### src/rtl/dmem_pkg.sv
// Shared types for the banked data memory: request op codes and controller states.
package dmem_pkg;

    typedef enum logic [1:0] {
        EN_IDLE  = 2'b00,
        EN_RSVD  = 2'b01,
        EN_STORE = 2'b10,
        EN_LOAD  = 2'b11
    } en_dm_e;

    typedef enum logic {
        ST_CLEAR = 1'b0,
        ST_IDLE  = 1'b1
    } state_e;

    localparam int BYTE_W = 8;

endpackage

### src/rtl/dmem_lane.sv
// One byte lane of the data memory: synchronous write port, registered read port.
module dmem_lane
    import dmem_pkg::*;
#(
    parameter int DEPTH = 256,
    parameter int IW    = $clog2(DEPTH)
) (
    input  logic              clk,
    input  logic              rst_n,
    input  logic              we,
    input  logic [IW-1:0]     waddr,
    input  logic [BYTE_W-1:0] wdata,
    input  logic              re,
    input  logic [IW-1:0]     raddr,
    output logic [BYTE_W-1:0] rdata
);

    logic [BYTE_W-1:0] mem [DEPTH];

    always_ff @(posedge clk) begin
        if (we) begin
            mem[waddr] <= wdata;
        end
    end

    // Read register only advances on a load, so the lane output holds between loads.
    always_ff @(posedge clk or negedge rst_n) begin
        if (!rst_n) begin
            rdata <= '0;
        end else if (re) begin
            rdata <= mem[raddr];
        end
    end

endmodule

### src/rtl/dmem_banked.sv
// Byte-lane banked data memory with a post-reset clear sweep and a
// single-cycle request port (store / load, latency-1 load data).
module dmem_banked
    import dmem_pkg::*;
#(
    parameter int DATA_W   = 16,
    parameter int DEPTH    = 256,
    parameter int ADDR_LSB = 8
) (
    input  logic              clk,
    input  logic              rst_n,
    input  logic              req_valid,
    output logic              req_ready,
    input  logic [1:0]        en_dm,
    input  logic [23:0]       addr,
    input  logic [DATA_W-1:0] store_in,
    input  logic [DATA_W/8-1:0] byte_en,
    output logic [DATA_W-1:0] load_in,
    output logic              load_valid,
    output logic              err,
    output logic              init_done
);

    localparam int LANES = DATA_W / 8;
    localparam int IW    = $clog2(DEPTH);

    // One extra bit so the range check stays meaningful when DEPTH is a power of two.
    localparam logic [IW:0]   DEPTH_X  = (IW+1)'(DEPTH);
    localparam logic [IW-1:0] LAST_IDX = IW'(DEPTH - 1);

    state_e        state_q, state_d;
    logic [IW-1:0] cnt_q, cnt_d;
    logic          sweep;

    logic [IW-1:0] idx;
    logic          in_range;
    logic          accept;
    logic          op_store, op_load, op_rsvd;
    logic          store_ok, load_ok, err_d;
    logic          load_vld_p1, err_p1;
    logic          addr_unused;

    assign idx         = addr[ADDR_LSB +: IW];
    assign addr_unused = ^addr;
    assign in_range    = ({1'b0, idx} < DEPTH_X);

    always_comb begin
        state_d   = state_q;
        cnt_d     = cnt_q;
        sweep     = 1'b0;
        req_ready = 1'b0;
        case (state_q)
            ST_CLEAR: begin
                sweep = 1'b1;
                cnt_d = cnt_q + IW'(1);
                if (cnt_q == LAST_IDX) begin
                    cnt_d   = '0;
                    state_d = ST_IDLE;
                end
            end
            ST_IDLE: begin
                req_ready = 1'b1;
            end
            default: begin
                state_d = ST_CLEAR;
                cnt_d   = '0;
            end
        endcase
    end

    assign init_done = (state_q == ST_IDLE);

    assign accept   = req_valid && req_ready;
    assign op_store = accept && (en_dm == EN_STORE);
    assign op_load  = accept && (en_dm == EN_LOAD);
    assign op_rsvd  = accept && (en_dm == EN_RSVD);
    assign store_ok = op_store && in_range;
    assign load_ok  = op_load && in_range;
    assign err_d    = op_rsvd || ((op_store || op_load) && !in_range);

    // Sweep and request traffic share each lane's single write port.
    for (genvar k = 0; k < LANES; k++) begin : g_lane
        logic              lane_we;
        logic [IW-1:0]     lane_waddr;
        logic [BYTE_W-1:0] lane_wdata;

        assign lane_we    = sweep | (store_ok & byte_en[k]);
        assign lane_waddr = sweep ? cnt_q : idx;
        assign lane_wdata = sweep ? '0 : store_in[BYTE_W*k +: BYTE_W];

        dmem_lane #(
            .DEPTH (DEPTH),
            .IW    (IW)
        ) u_lane (
            .clk   (clk),
            .rst_n (rst_n),
            .we    (lane_we),
            .waddr (lane_waddr),
            .wdata (lane_wdata),
            .re    (load_ok),
            .raddr (idx),
            .rdata (load_in[BYTE_W*k +: BYTE_W])
        );
    end

    // Stage p1: response flags line up with the registered lane read data.
    always_ff @(posedge clk or negedge rst_n) begin
        if (!rst_n) begin
            state_q     <= ST_CLEAR;
            cnt_q       <= '0;
            load_vld_p1 <= 1'b0;
            err_p1      <= 1'b0;
        end else begin
            state_q     <= state_d;
            cnt_q       <= cnt_d;
            load_vld_p1 <= load_ok;
            err_p1      <= err_d;
        end
    end

    assign load_valid = load_vld_p1;
    assign err        = err_p1;

endmodule

### config.mk
export PLATFORM = sky130hd
export DESIGN_NAME = dmem_banked
export DESIGN_NICKNAME = d
export VERILOG_FILES = /design/src/rtl/dmem_pkg.sv /design/src/rtl/dmem_lane.sv /design/src/rtl/dmem_banked.sv
export SDC_FILE = /design/constraint.sdc
export NUM_CORES = 2
export LEC_CHECK = 0
export BUFFER_PORTS_ARGS = -buffer_cell sky130_fd_sc_hd__clkbuf_2
export CAP_MARGIN = 20
export CORE_MARGIN = 2
export CORE_UTILIZATION = 57
export CTS_BUF_LIST = sky130_fd_sc_hd__clkbuf_8 sky130_fd_sc_hd__clkbuf_16
export CTS_CLUSTER_SIZE = 30
export DETAILED_ROUTE_END_ITERATION = 7
export PLACE_DENSITY = 0.76
export SLEW_MARGIN = 10
export SYNTH_ARGS = -nofsm -noshare
export SYNTH_HDL_FRONTEND = slang
export SYNTH_SLANG_ARGS = --single-unit
### constraint.sdc
create_clock -name clk -period 5.5 [get_ports clk]
set_input_delay 0.275 -clock clk [delete_from_list [all_inputs] [get_ports clk]]
set_output_delay 0.275 -clock clk [all_outputs]
set_load 0.01 [all_outputs]
==> PnR_summary.wiki <==
{| class="wikitable"
! Metric !! Value
|-
| Area of the die || 0.2871 sq mm
|-
| Num Clock Sinks || 4123
|-
| Met3 usage || 7.684%
|-
| Clock tree root buffer cell || sky130_fd_sc_hd__clkbuf_16
|-
| Dominant register cell in the synthesized netlist || sky130_fd_sc_hd__edfxtp_1
|-
| Number of pins exceeding their max-slew limit in the final report || 0
|-
| Post-synth cell types || 79
|-
| Total overflow reported by the global router || 0
|-
| Slew margin rel. || 13.75%
|-
| Aggregate negative setup slack || 0 ps
|-
| Post-Syn Area || 0.1612 sq mm
|-
| Final hold violation count || 0
|-
| CTS hold repair buffers || 10
|-
| Slowest Stage Delay on Critical Path || 950 ps
|-
| Post-route antenna net violation count || 0
|-
| Net load switching power || 12520 uW
|-
| Pwr/cell area || 345.1 mW/mm^2
|-
| First-pass GRT wire length || 610300 microns
|-
| Worst Path Class, Setup || flip-flop to flip-flop
|-
| Initial Util || 57.20%
|-
| Final critical-path required period || 4481 ps
|-
| Period Utilization, post-route || 81.47%
|-
| Post-Syn Nets || 8012
|-
| CP arrival || 5340 ps
|-
| Gate count after technology mapping || 7964
|-
| H-tree level count || 5
|-
| Count of standard-cell rows || 195
|-
| Top library cells by usage in the layout, fill and taps aside || sky130_fd_sc_hd__edfxtp_1 (4096), sky130_fd_sc_hd__mux4_2 (755), sky130_fd_sc_hd__nor2_1 (612)
|-
| Maximum clock rate || 223.2 MHz
|-
| Hold crit path type || primary input to flip-flop
|-
| Cell-by-cell trace of the critical path || nand4_1, dlygate4sd3_1, buf_4, buf_4, nor2_1, o31ai_1, nor4_1, o21ai_1, nor4_1, a211o_1
|-
| CTS Buf Count || 388
|-
| Postcts setup bufs || 0
|-
| Clk network pwr share || 41.8%
|-
| Async set-or-reset flop fraction in the synthesized netlist || 0.6549%
|-
| Clock latency at the later pin of the worst-skew pair || 940 ps
|-
| Max VDD drop || 0.2937 mV
|-
| Count of vias placed by the detailed router || 85264
|-
| DRC || 0
|-
| Combinational group share of total power || 2.8%
|-
| Net count, final || 8253
|-
| Most heavily used metal layer in global routing || met2
|-
| Final HPWL from detailed placement || 261700 microns
|-
| Number of synthesized register bits || 4123
|-
| Worst-Margin Slew || 1294 ps
|-
| Register cell area after layout || 0.1237 sq mm
|-
| Largest fanout on the critical path || 44
|-
| Clock transition at path regs || 60 ps
|-
| Combined area of the multi-input logic cells || 0.03432 sq mm
|-
| Top cell family by delay on the critical path || simple AND/OR/NAND/NOR gates
|-
| Leakage power total || 0.04687 uW
|-
| Leading cell type in the layout, fill and taps excluded || sky130_fd_sc_hd__edfxtp_1
|-
| Count of routing violations after the opening detailed-route iteration || 14525
|-
| Synthesis-to-layout area growth || 10.30%
|-
| Die Width || 535.8 microns
|-
| GR met1 Demand/Resource || 41.09%
|-
| Startpoint class of the critical path || flip-flop
|-
| Number of synthesized flops with an enable pin || 4096
|-
| Top-area cell type share of the netlist area || 76.30%
|-
| Clock tree from TritonCTS || built
|-
| Int Power || 48840 uW
|-
| # resized after CTS || 0
|-
| Library cell with the largest summed area after synthesis || sky130_fd_sc_hd__edfxtp_1
|-
| Fraction of layout instances using a drive strength above 1 || 19.76%
|-
| Count of input and output buffers || 50
|-
| Sequential fraction of design power || 55.4%
|-
| Switching part of the total power || 20.41%
|-
| Routed via count divided by cell count || 6.954
|-
| Sequential area share after synthesis || 76.72%
|-
| Setup Viol. Count Final || 0
|-
| Maximum number of pins on one net before global-route repair || 256
|-
| Status || completed
|-
| Met2 routing resource usage after global routing || 45.05%
|-
| Number of max-capacitance violations reported || 0
|-
| Final weighted congestion in routability-driven placement || 0.9082
|-
| Clock Path Buffers || 4
|-
| GRT Total Usage || 29.97%
|-
| Total Wirelength || 432300 microns
|-
| Buffers & Inverters on Critical Path || 3
|-
| Top area cells in the synthesized netlist || sky130_fd_sc_hd__edfxtp_1 (76%), sky130_fd_sc_hd__mux4_2 (11%), sky130_fd_sc_hd__mux2i_1 (3.6%)
|-
| Setup repair after global routing missed its margin || false
|-
| Routed wire per std cell || 35.26 microns
|-
| Area of the core || 0.2818 sq mm
|-
| Floorplan die height || 535.8 microns
|-
| Detailed Routing Iterations Pass 1 || 8
|-
| FILL cells || 18021
|-
| Antenna violations before repair || 19
|-
| Vias in the first global route || 83249
|-
| Post-synthesis area per instance || 20.24 sq um
|-
| Required time at the endpoint of the critical path || 6350 ps
|-
| Crit. End Element || flip-flop
|-
| Layout Skew || 62.17 ps
|-
| Post-route core utilization || 63.09%
|-
| Total of warnings raised by yosys || 0
|-
| Master of the slowest instance on the critical path || sky130_fd_sc_hd__dfrtp_2
|-
| I/O pin total || 67
|}
## sequential cells by signal (all words and copies together), names as in the netlist
register and cells:
g_lane.u_lane.mem 4096, g_lane.u_lane.rdata 16, cnt_q 8, err 1, init_done 1, load_valid 1
## kinds of logic (layout without fill, tap and decap cells)
family                     count (synthesis)  in the layout  synth area share, %
other                                      0             14                    0
adders and majority gates                  1              1             0.007761
muxes                                   1373           1373                14.62
xor gates and xnor gates                   4              4              0.02174
AOI/OAI and AO/OA                        788            788                3.343
buffers and inverters                    494           1035                2.110
and+or+nand+nor                         1181           1181                3.171
DFF                                     4123           4123                76.72
## power by group through the flow
stage | clock [uW] | sequential, uW | combinational [uW]
2_1_floorplan | 0 | 34700 | 1120
3_3_place_gp | 0 | 34700 | 1670
3_5_place_dp | 0 | 34700 | 1680
4_1_cts | 25700 | 34000 | 1700
5_1_grt | 26900 | 34000 | 1760
6_report | 25600 | 34000 | 1740
## cells in the mapped netlist (all sizes together) (9+ instances only)
cell type,n
a2111oi,24
a211o,10
a211oi,61
a21o,9
a21oi,101
a221oi,20
a22oi,92
a31oi,31
and2,28
buf,338
clkbuf,146
dfrtp,27
edfxtp,4096
mux2,21
mux2i,575
mux4,777
nand2,239
nand2b,16
nand3,82
nand3b,13
nand4,21
nor2,617
nor2b,11
nor3,73
nor4,34
o211ai,11
o21ai,97
o221ai,84
o22ai,187
o31ai,9
or3,11
## cell type report
cell class	instances	area share, %
antenna	14	0.01970
clock buffer	399	5.609
clock inverter	291	1.145
inverter	5	0.01759
multi-input combinational	3347	19.30
sequential	4123	69.56
tap	3743	2.634
timing repair buffer	340	1.714
## metrics by stage
step                      instance area, sq um  power [uW]  setup slack, ps  hold WS, ps  cells
after global routing                    177800       62610             1038        20.97  12249
after floorplan                         161200       35780            87.63       -20.59   7964
after global placement                  165500       36330             1083        392.9  11538
after detailed placement                165600       36350             1348        379.7  11542
after CTS                               177700       61380             1295        42.99  12242
final                                   177800       61360             1019        7.767  12262
## final timing paths
kind                                                               to  cells after the start  slack, ps                                   from
worst min register to register  g_lane[0].u_lane.rdata[3]$_DFFE_PN0P_                      1        540  g_lane[0].u_lane.rdata[3]$_DFFE_PN0P_
worst max register to register  g_lane[1].u_lane.rdata[3]$_DFFE_PN0P_                     10       1020                    init_done$_DFF_PN0_
max in group asynchronous                         init_done$_DFF_PN0_                      4       4460                                  rst_n
worst min-delay path            g_lane[0].u_lane.mem[86][5]$_DFFE_PP_                      2          8                            store_in[5]
worst max-delay path            g_lane[1].u_lane.rdata[3]$_DFFE_PN0P_                     10       1020                    init_done$_DFF_PN0_
min in group asynchronous       g_lane[1].u_lane.rdata[3]$_DFFE_PN0P_                      4        560                                  rst_n
## metal layers
| layer | wire [microns] | vias to the layer above |
|---|---|---|
| met1 | 148700 | 43847 |
| li1 | - | 33400 |
| met5 | 87 | - |
| met4 | 25520 | 12 |
| met2 | 198000 | 6763 |
| met3 | 60050 | 1242 |
Note: power is estimated with default switching activity, not from simulation.
